===== config.mk =====
export PLATFORM = sky130hd
export DESIGN_NAME = tff_counter
export DESIGN_NICKNAME = d
export VERILOG_FILES = /design/src/rtl/tff_counter.sv
export SDC_FILE = /design/constraint.sdc
export NUM_CORES = 1
export LEC_CHECK = 0
export BUFFER_PORTS_ARGS = -buffer_cell sky130_fd_sc_hd__buf_4
export CAP_MARGIN = 20
export CORE_MARGIN = 2
export CORE_UTILIZATION = 45
export DETAILED_ROUTE_END_ITERATION = 10
export PLACE_DENSITY_LB_ADDON = 0.12
export SLEW_MARGIN = 15
export SYNTH_ARGS = -nofsm -noshare
export SYNTH_HDL_FRONTEND = slang
export SYNTH_HIERARCHICAL = 1
export SYNTH_SLANG_ARGS = --single-unit

===== constraint.sdc =====
create_clock -name clk -period 5.25 [get_ports clk]
set_input_delay 1.3125 -clock clk [delete_from_list [all_inputs] [get_ports clk]]
set_output_delay 1.3125 -clock clk [all_outputs]
set_load 0.005 [all_outputs]

===== src/rtl/tff_counter.sv =====
// tff_counter: mode-selectable up/down/raw-toggle counter built from T flip-flop cells.
// The next state is computed centrally and each cell is fed t = q ^ next,
// so every bit still updates only by toggling.
// Optional build macro: TFF_CNT_SAT_EN gives saturating up/down with no wrap.

module tff_cell (
  input  logic clk,
  input  logic clear,
  input  logic t,
  output logic q
);

  logic r_q;

  // Toggle on t, with asynchronous clear to 0.
  always_ff @(posedge clk or negedge clear) begin
    if (!clear)  r_q <= 1'b0;
    else if (t)  r_q <= ~r_q;
  end

  assign q = r_q;

endmodule

module tff_counter #(
  parameter int              WIDTH   = 4,
  parameter longint unsigned MODULUS = 64'd1 << WIDTH
) (
  input  logic             clk,
  input  logic             clear,
  input  logic             en,
  input  logic [1:0]       mode,
  input  logic [WIDTH-1:0] t_mask,
  input  logic             load,
  input  logic [WIDTH-1:0] load_val,
  output logic [WIDTH-1:0] q,
  output logic             tc,
  output logic             wrap,
  output logic             err
);

  localparam logic [1:0] M_HOLD = 2'b00;
  localparam logic [1:0] M_UP   = 2'b01;
  localparam logic [1:0] M_DOWN = 2'b10;
  localparam logic [1:0] M_TOG  = 2'b11;

  // Largest in-range count. Comparing against this in WIDTH bits avoids
  // needing a WIDTH+1 bit copy of MODULUS when MODULUS == 2**WIDTH.
  localparam logic [WIDTH-1:0] MAX = WIDTH'(MODULUS - 64'd1);

  logic [WIDTH-1:0] w_q;
  logic [WIDTH-1:0] w_next;
  logic [WIDTH-1:0] w_t;
  logic             w_wrap_nxt;
  logic             w_err_nxt;
  logic             r_wrap;
  logic             r_err;

  // Next-state selection: load beats enable; enable with mode picks the step.
  always_comb begin
    w_next     = w_q;
    w_wrap_nxt = 1'b0;
    w_err_nxt  = 1'b0;
    if (load) begin
      if (load_val > MAX) begin
        w_next    = MAX;
        w_err_nxt = 1'b1;
      end else begin
        w_next = load_val;
      end
    end else if (en) begin
      case (mode)
        M_UP: begin
          if (w_q >= MAX) begin
`ifdef TFF_CNT_SAT_EN
            w_next = MAX;
`else
            w_next     = '0;
            w_wrap_nxt = 1'b1;
`endif
          end else begin
            w_next = w_q + WIDTH'(1);
          end
        end
        M_DOWN: begin
          if (w_q == '0) begin
`ifdef TFF_CNT_SAT_EN
            w_next = '0;
`else
            w_next     = MAX;
            w_wrap_nxt = 1'b1;
`endif
          end else if (w_q > MAX) begin
            // Out-of-range value left by a raw toggle snaps back into range.
            w_next = MAX;
          end else begin
            w_next = w_q - WIDTH'(1);
          end
        end
        M_TOG:   w_next = w_q ^ t_mask;
        default: w_next = w_q;
      endcase
    end
  end

  assign w_t = w_q ^ w_next;

  genvar g;
  generate
    for (g = 0; g < WIDTH; g++) begin : g_cell
      tff_cell u_cell (
        .clk   (clk),
        .clear (clear),
        .t     (w_t[g]),
        .q     (w_q[g])
      );
    end
  endgenerate

  // Event flags are one-cycle pulses reflecting the previous edge's action.
  always_ff @(posedge clk or negedge clear) begin
    if (!clear) begin
      r_wrap <= 1'b0;
      r_err  <= 1'b0;
    end else begin
      r_wrap <= w_wrap_nxt;
      r_err  <= w_err_nxt;
    end
  end

  assign q    = w_q;
  assign tc   = ((mode == M_UP) && (w_q >= MAX)) || ((mode == M_DOWN) && (w_q == '0));
  assign wrap = r_wrap;
  assign err  = r_err;

  logic w_unused;
  assign w_unused = (mode == M_HOLD);

endmodule


==> metrics.yaml, run 1 <==
outcome: "completed"
root_buffer: "clkbuf_4"
grt_pass1_vias: 505
path_common_cell: "buf_4"
power_frac_clock: 0.144
arrival_ns: 2.30
wl_per_cell_um: 12.9
nFillCells: 140
start_util: 0.473
clock-sinks: 5
ys_ff_latch: 5
cts_max_level: 1
crit_chain: "buf_4 -> inv_1 -> ha_1 -> nand2_1 -> nor3_1 -> a41o_1 -> buf_4"
io_buffer_count: 19
seq_area_um2: 125
clock.fmax_mhz: 277
cts_hold_buf: 0
peakVddDrop_v: 0.000145
grt_pass1_wl_mm: 2.29
timing_hold_violations_final: 0
worstHoldEndpoint: "g_cell[3].u_cell/q$_DFFE_PN0P_"
hold_start: "g_cell[3].u_cell/q$_DFFE_PN0P_"
antenna_found_initial: 0
critPathMaxFanout: 5
synth_top_cell_area_share: 0.208
crit_buf_inv: 3
area_delta_synth_final_pct: 25.0
clk_latency_ns: 0.24
rsz0062_at_grt: "no"
coreArea_mm2: 0.00127
final_common_cell: "buf_4"
syn-instance-count: 75
yosysWarningCount: 6
required_ns: 3.94
r2r-start: "g_cell[1].u_cell/q$_DFFE_PN0P_"
synth_top_cell_by_area: "dfrtp_1"
num_io_pins: 21
p_int_w: 0.000168
num_rows: 13
grtUsageTotal: 0.216
vias_per_cell: 5.51
chipWidth_um: 40.5
maxCapViolations: 0
overflow: 0
gp_congestion: 0.847
dp_hpwl_mm: 1.07
drc: 0
end_kind: "output port"
finalPower_w: 0.000303
post_cts_buffers: 0
syn_avg_cell_area_um2: 8.01
critPathSlowestCell: "ha_1"
synth_edf_count: 0
r2r_setup_slack_ns: 3.15
synth_flop_cell: "dfrtp_1"
path_clk_slew_ns: 0.04
cts_tree: "done"
p_leak_nw: 0.364
path_delay_family: "simple AND/OR/NAND/NOR gates"
combPwrFrac: 0.504
synth.distinct_cells: 36
synthArstFlopShare: 1.00
critPathLaunchType: "input pin"
slew_violations: 0
cp_slowest_stage_delay_ns: 0.24
synth_fp_nets: 95
hold_class: "register to register"
ff2ff_path_depth: 7
r2r_end: "g_cell[3].u_cell/q$_DFFE_PN0P_"
power.switching_w: 0.000135
clockBufferDepth: 2
setup_viol: 0
ys_seq_area_frac: 0.208
swShare: 0.445
synth_area_um2: 601
seqPwrFrac: 0.353
yosys-top-cells-area: "dfrtp_1, ha_1, xor2_1, a21oi_1, buf_4"
dr.pass1.iters: 4
die_area_mm2: 0.00164
whs_path_depth: 1
drive_gt1_frac: 0.247
p_per_area_mw_per_mm2: 404
num_antenna_cells: 0
setup.worst_path.class: "input pin to output port"
multiInputGateArea_um2: 412
period_share: 0.688
antenna_left: 0
drtIter0Drc: 30
grt_max_degree: 13
cts_resized: 0
totalNegativeSetupSlack_ns: 0
cts_buffers: 3
finalClockSkew_ns: 0.00400
fin_crit_ns: 3.61
fin_hold_ws_ns: 0.704
layout_common_cells: "buf_4, inv_1, a21oi_1, ha_1"
via_count: 595
num-nets-final: 114
drt-total-wl_mm: 1.39
dieHeight_um: 40.5
## worst register-to-register path: cells and delay by family, from the launching register on
family,cells,cell delay [ns]
fa+ha+maj,1,0.24
compound gates,4,0.93
buf+inv,1,0.14
xor+xnor,1,0.17
flops,1,0.55
## cell usage after synthesis (2+ instances only)
| library cell | number |
|---|---|
| nand2_1 | 5 |
| nor2_1 | 4 |
| dfrtp_1 | 5 |
| nand2b_1 | 3 |
| o21ai_1 | 2 |
| ha_1 | 6 |
| a21oi_1 | 6 |
| nor3_1 | 3 |
| inv_1 | 6 |
| a211oi_1 | 2 |
| xor2_1 | 5 |
| nor2b_1 | 2 |
| buf_4 | 3 |
## cells by family after synthesis
| group | synth area share |
|---|---|
| buffers and inverters | 0.106 |
| and+or+nand+nor | 0.206 |
| muxes | 0.0167 |
| xor gates and xnor gates | 0.0875 |
| AOI/OAI and AO/OA | 0.244 |
| DFF | 0.208 |
| other | 0.00624 |
| adders and majority gates | 0.125 |
## area by class of cell
type	count	share of cell area
Multi-Input combinational cell	58	0.548
Inverter	7	0.0350
Timing Repair Buffer	19	0.190
Sequential cell	5	0.167
Clock buffer	4	0.0350
Tap cell	15	0.0250
## routing by layer
metal	wire [µm]	global-route usage	vias up
met5	0	0	-
met4	12	0.125	0
met3	56	0.0333	2
met2	698	0.349	17
met1	626	0.265	273
li1	-	-	303
## how the worst max path moves through the flow
stage             from  to  slack, ns  depth (start not counted)
4_1_cts        mode[0]  tc       1.64                          7
3_5_place_dp   mode[0]  tc       1.64                          7
2_1_floorplan  mode[0]  tc       1.97                          5
5_1_grt        mode[0]  tc       1.54                          7
3_3_place_gp   mode[0]  tc       1.67                          7
6_report       mode[0]  tc       1.64                          7
## power by group through the flow
stage | clock network [W] | registers, W | logic, W
finish | 0.0000435 | 0.000107 | 0.000153
global route | 0.0000520 | 0.000111 | 0.000173
CTS | 0.0000455 | 0.000106 | 0.000153
detailed placement | 0 | 0.000106 | 0.000153
global placement | 0 | 0.000106 | 0.000149
floorplan | 0 | 0.0000791 | 0.000136
## through the flow
step           std cells   util  setup slack, ns  cell area (µm²)
2_1_floorplan         75      -             1.97              601
3_3_place_gp         104  0.571             1.67              724
3_5_place_dp         104  0.571             1.64              724
4_1_cts              108  0.592             1.64              751
5_1_grt              108  0.592             1.54              751
6_report             108  0.592             1.64              751
## sequential cells by signal, summed over array words and instances (netlist names)
register,count
g_cell.u_cell/q,4
wrap,1
No activity file was read; power rests on OpenSTA's default activity.
==> inputs of run 2 (changes only) <==
Settings changed: CORE_UTILIZATION 45 to 43.
Clock period 5.25 ns to 2.94 ns, I/O delays scaled along.
==> metrics.yaml, run 2 (same netlist as run 1, synthesis figures left out) <==
outcome: "completed"
arrival_ns: 1.75  # -0.55 ns
area_delta_synth_final_pct: 25.0  # unchanged
largest_register_ff_count: 4  # unchanged
num_rows: 13  # unchanged
stdcell_count: 108  # unchanged
fin_util: 0.577  # -0.0148
cts_tree: "done"
cp_slowest_stage_delay_ns: 0.24  # about the same
clk_latency_ns: 0.24  # about the same
clock-sinks: 5  # unchanged
setup_viol: 0  # unchanged
antenna_found_initial: 0  # unchanged
p_leak_nw: 0.364  # unchanged
seqPwrFrac: 0.351  # -0.002
layout_common_cells: "buf_4, inv_1, a21oi_1, ha_1"
p_per_area_mw_per_mm2: 716  # +77%
critPathMaxFanout: 5  # unchanged
period_share: 0.845
wl_per_cell_um: 11.9  # -7.6%
dieHeight_um: 41.4  # +2.1%
vias_per_cell: 5.49  # -0.34%
gp_congestion: 0.853  # +0.70%
finalClockSkew_ns: 0.00627  # +0.00227 ns
swShare: 0.441  # -0.00450
cts_resized: 0  # unchanged
cts_max_level: 1  # unchanged
fin_crit_ns: 2.48
clock.fmax_mhz: 403
die_area_mm2: 0.00171  # +4.2%
root_buffer: "clkbuf_4"
chipWidth_um: 41.4  # +2.1%
totalNegativeSetupSlack_ns: 0  # unchanged
num_io_pins: 21  # unchanged
timing_hold_violations_final: 0  # unchanged
p_int_w: 0.000300  # +79%
path_common_cell: "buf_4"
end_kind: "output port"
dp_hpwl_mm: 1.02  # -4.7%
r2r_setup_slack_ns: 0.75  # -2.40 ns
combPwrFrac: 0.500  # -0.004
grtUsageTotal: 0.191  # -0.0243
critPathSlowestCell: "ha_1"
path_clk_slew_ns: 0.05  # about the same
via_count: 593  # -0.34%
hold_class: "input pin to asynchronous set/reset pin"
slew_violations: 0  # unchanged
cts_buffers: 3  # unchanged
setup.worst_path.class: "input pin to output port"
post_cts_buffers: 0  # unchanged
overflow: 0  # unchanged
drtIter0Drc: 11  # -63%
num_antenna_cells: 0  # unchanged
antenna_left: 0  # unchanged
power.switching_w: 0.000237  # +75%
drc: 0  # unchanged
maxCapViolations: 0  # unchanged
dpl.cell_count: 104  # unchanged
num-nets-final: 114  # unchanged
peakVddDrop_v: 0.000471  # +230%
grt_pass1_vias: 470  # -6.9%
grt_max_degree: 13  # unchanged
clockBufferDepth: 2  # unchanged
critPathLaunchType: "input pin"
dr.pass1.iters: 4  # unchanged
nFillCells: 138  # -1.4%
rsz0062_at_grt: "no"
power_frac_clock: 0.149  # +0.005
coreArea_mm2: 0.00130  # +2.6%
start_util: 0.462  # -0.0118
drt-total-wl_mm: 1.29  # -7.6%
final_common_cell: "buf_4"
io_buffer_count: 19  # unchanged
crit_chain: "buf_4 -> inv_1 -> ha_1 -> nand2_1 -> nor3_1 -> a41o_1 -> buf_4"
required_ns: 2.20  # -1.74 ns
grt_pass1_wl_mm: 1.99  # -13%
drive_gt1_frac: 0.247  # unchanged
cts_hold_buf: 0  # unchanged
[run 2: cell counts in the layout (fill, tap and decap cells not counted)]
No cell type changed its count.
[run 2: stage by stage]
stage	hold slack [ns]	setup slack, ns	cell area [µm²]	total power (W)
after floorplan	0.439	0.813	601	0.000384
after global placement	0.537	0.516	724	0.000460
after detailed placement	0.540	0.464	724	0.000459
after CTS	0.274	0.451	751	0.000543
after global routing	0.271	0.306	751	0.000584
final	0.280	0.456	751	0.000537
[run 2: power groups by stage]
| stage | clock [W] | sequential [W] | combinational, W |
|---|---|---|---|
| final | 0.0000799 | 0.000189 | 0.000269 |
| after global placement | 0 | 0.000189 | 0.000271 |
| after global routing | 0.0000897 | 0.000197 | 0.000298 |
| after CTS | 0.0000832 | 0.000188 | 0.000271 |
| after detailed placement | 0 | 0.000189 | 0.000269 |
| after floorplan | 0 | 0.000141 | 0.000243 |
[run 2: routing by layer]
| metal | up-vias | track usage | routed length, µm |
|---|---|---|---|
| met5 | - | 0 | 0 |
| met4 | 0 | 0.0968 | 23 |
| met3 | 4 | 0.0798 | 84 |
| met2 | 21 | 0.301 | 615 |
| met1 | 266 | 0.221 | 563 |
| li1 | 302 | - | - |
[run 2: final cells by class]
cell class | instances | area, µm² | share of cell area
repair buffers | 19 | 143 | 0.190
multi-input cells | 58 | 412 | 0.548
clock buffers | 4 | 26.3 | 0.0350
inverters | 7 | 26.3 | 0.0350
well taps | 15 | 18.8 | 0.0250
flip-flops and latches | 5 | 125 | 0.167
[run 2: critical path, delay by kind of cell]
family	cells	cell delay, ns
and+or+nand+nor	2	0.30
adders and majority gates	1	0.24
AOI/OAI and AO/OA	1	0.16
buffers and inverters	3	0.31
[run 2: final timing paths]
check	startpoint	to	cells after the start
setup reg to reg	g_cell[1].u_cell/q$_DFFE_PN0P_	g_cell[3].u_cell/q$_DFFE_PN0P_	7
hold reg to reg	g_cell[3].u_cell/q$_DFFE_PN0P_	g_cell[3].u_cell/q$_DFFE_PN0P_	1
min in group clk	g_cell[3].u_cell/q$_DFFE_PN0P_	g_cell[3].u_cell/q$_DFFE_PN0P_	1
setup / recovery	mode[0]	tc	7
max in group asynchronous	clear	g_cell[1].u_cell/q$_DFFE_PN0P_	1
hold / removal	clear	g_cell[0].u_cell/q$_DFFE_PN0P_	1
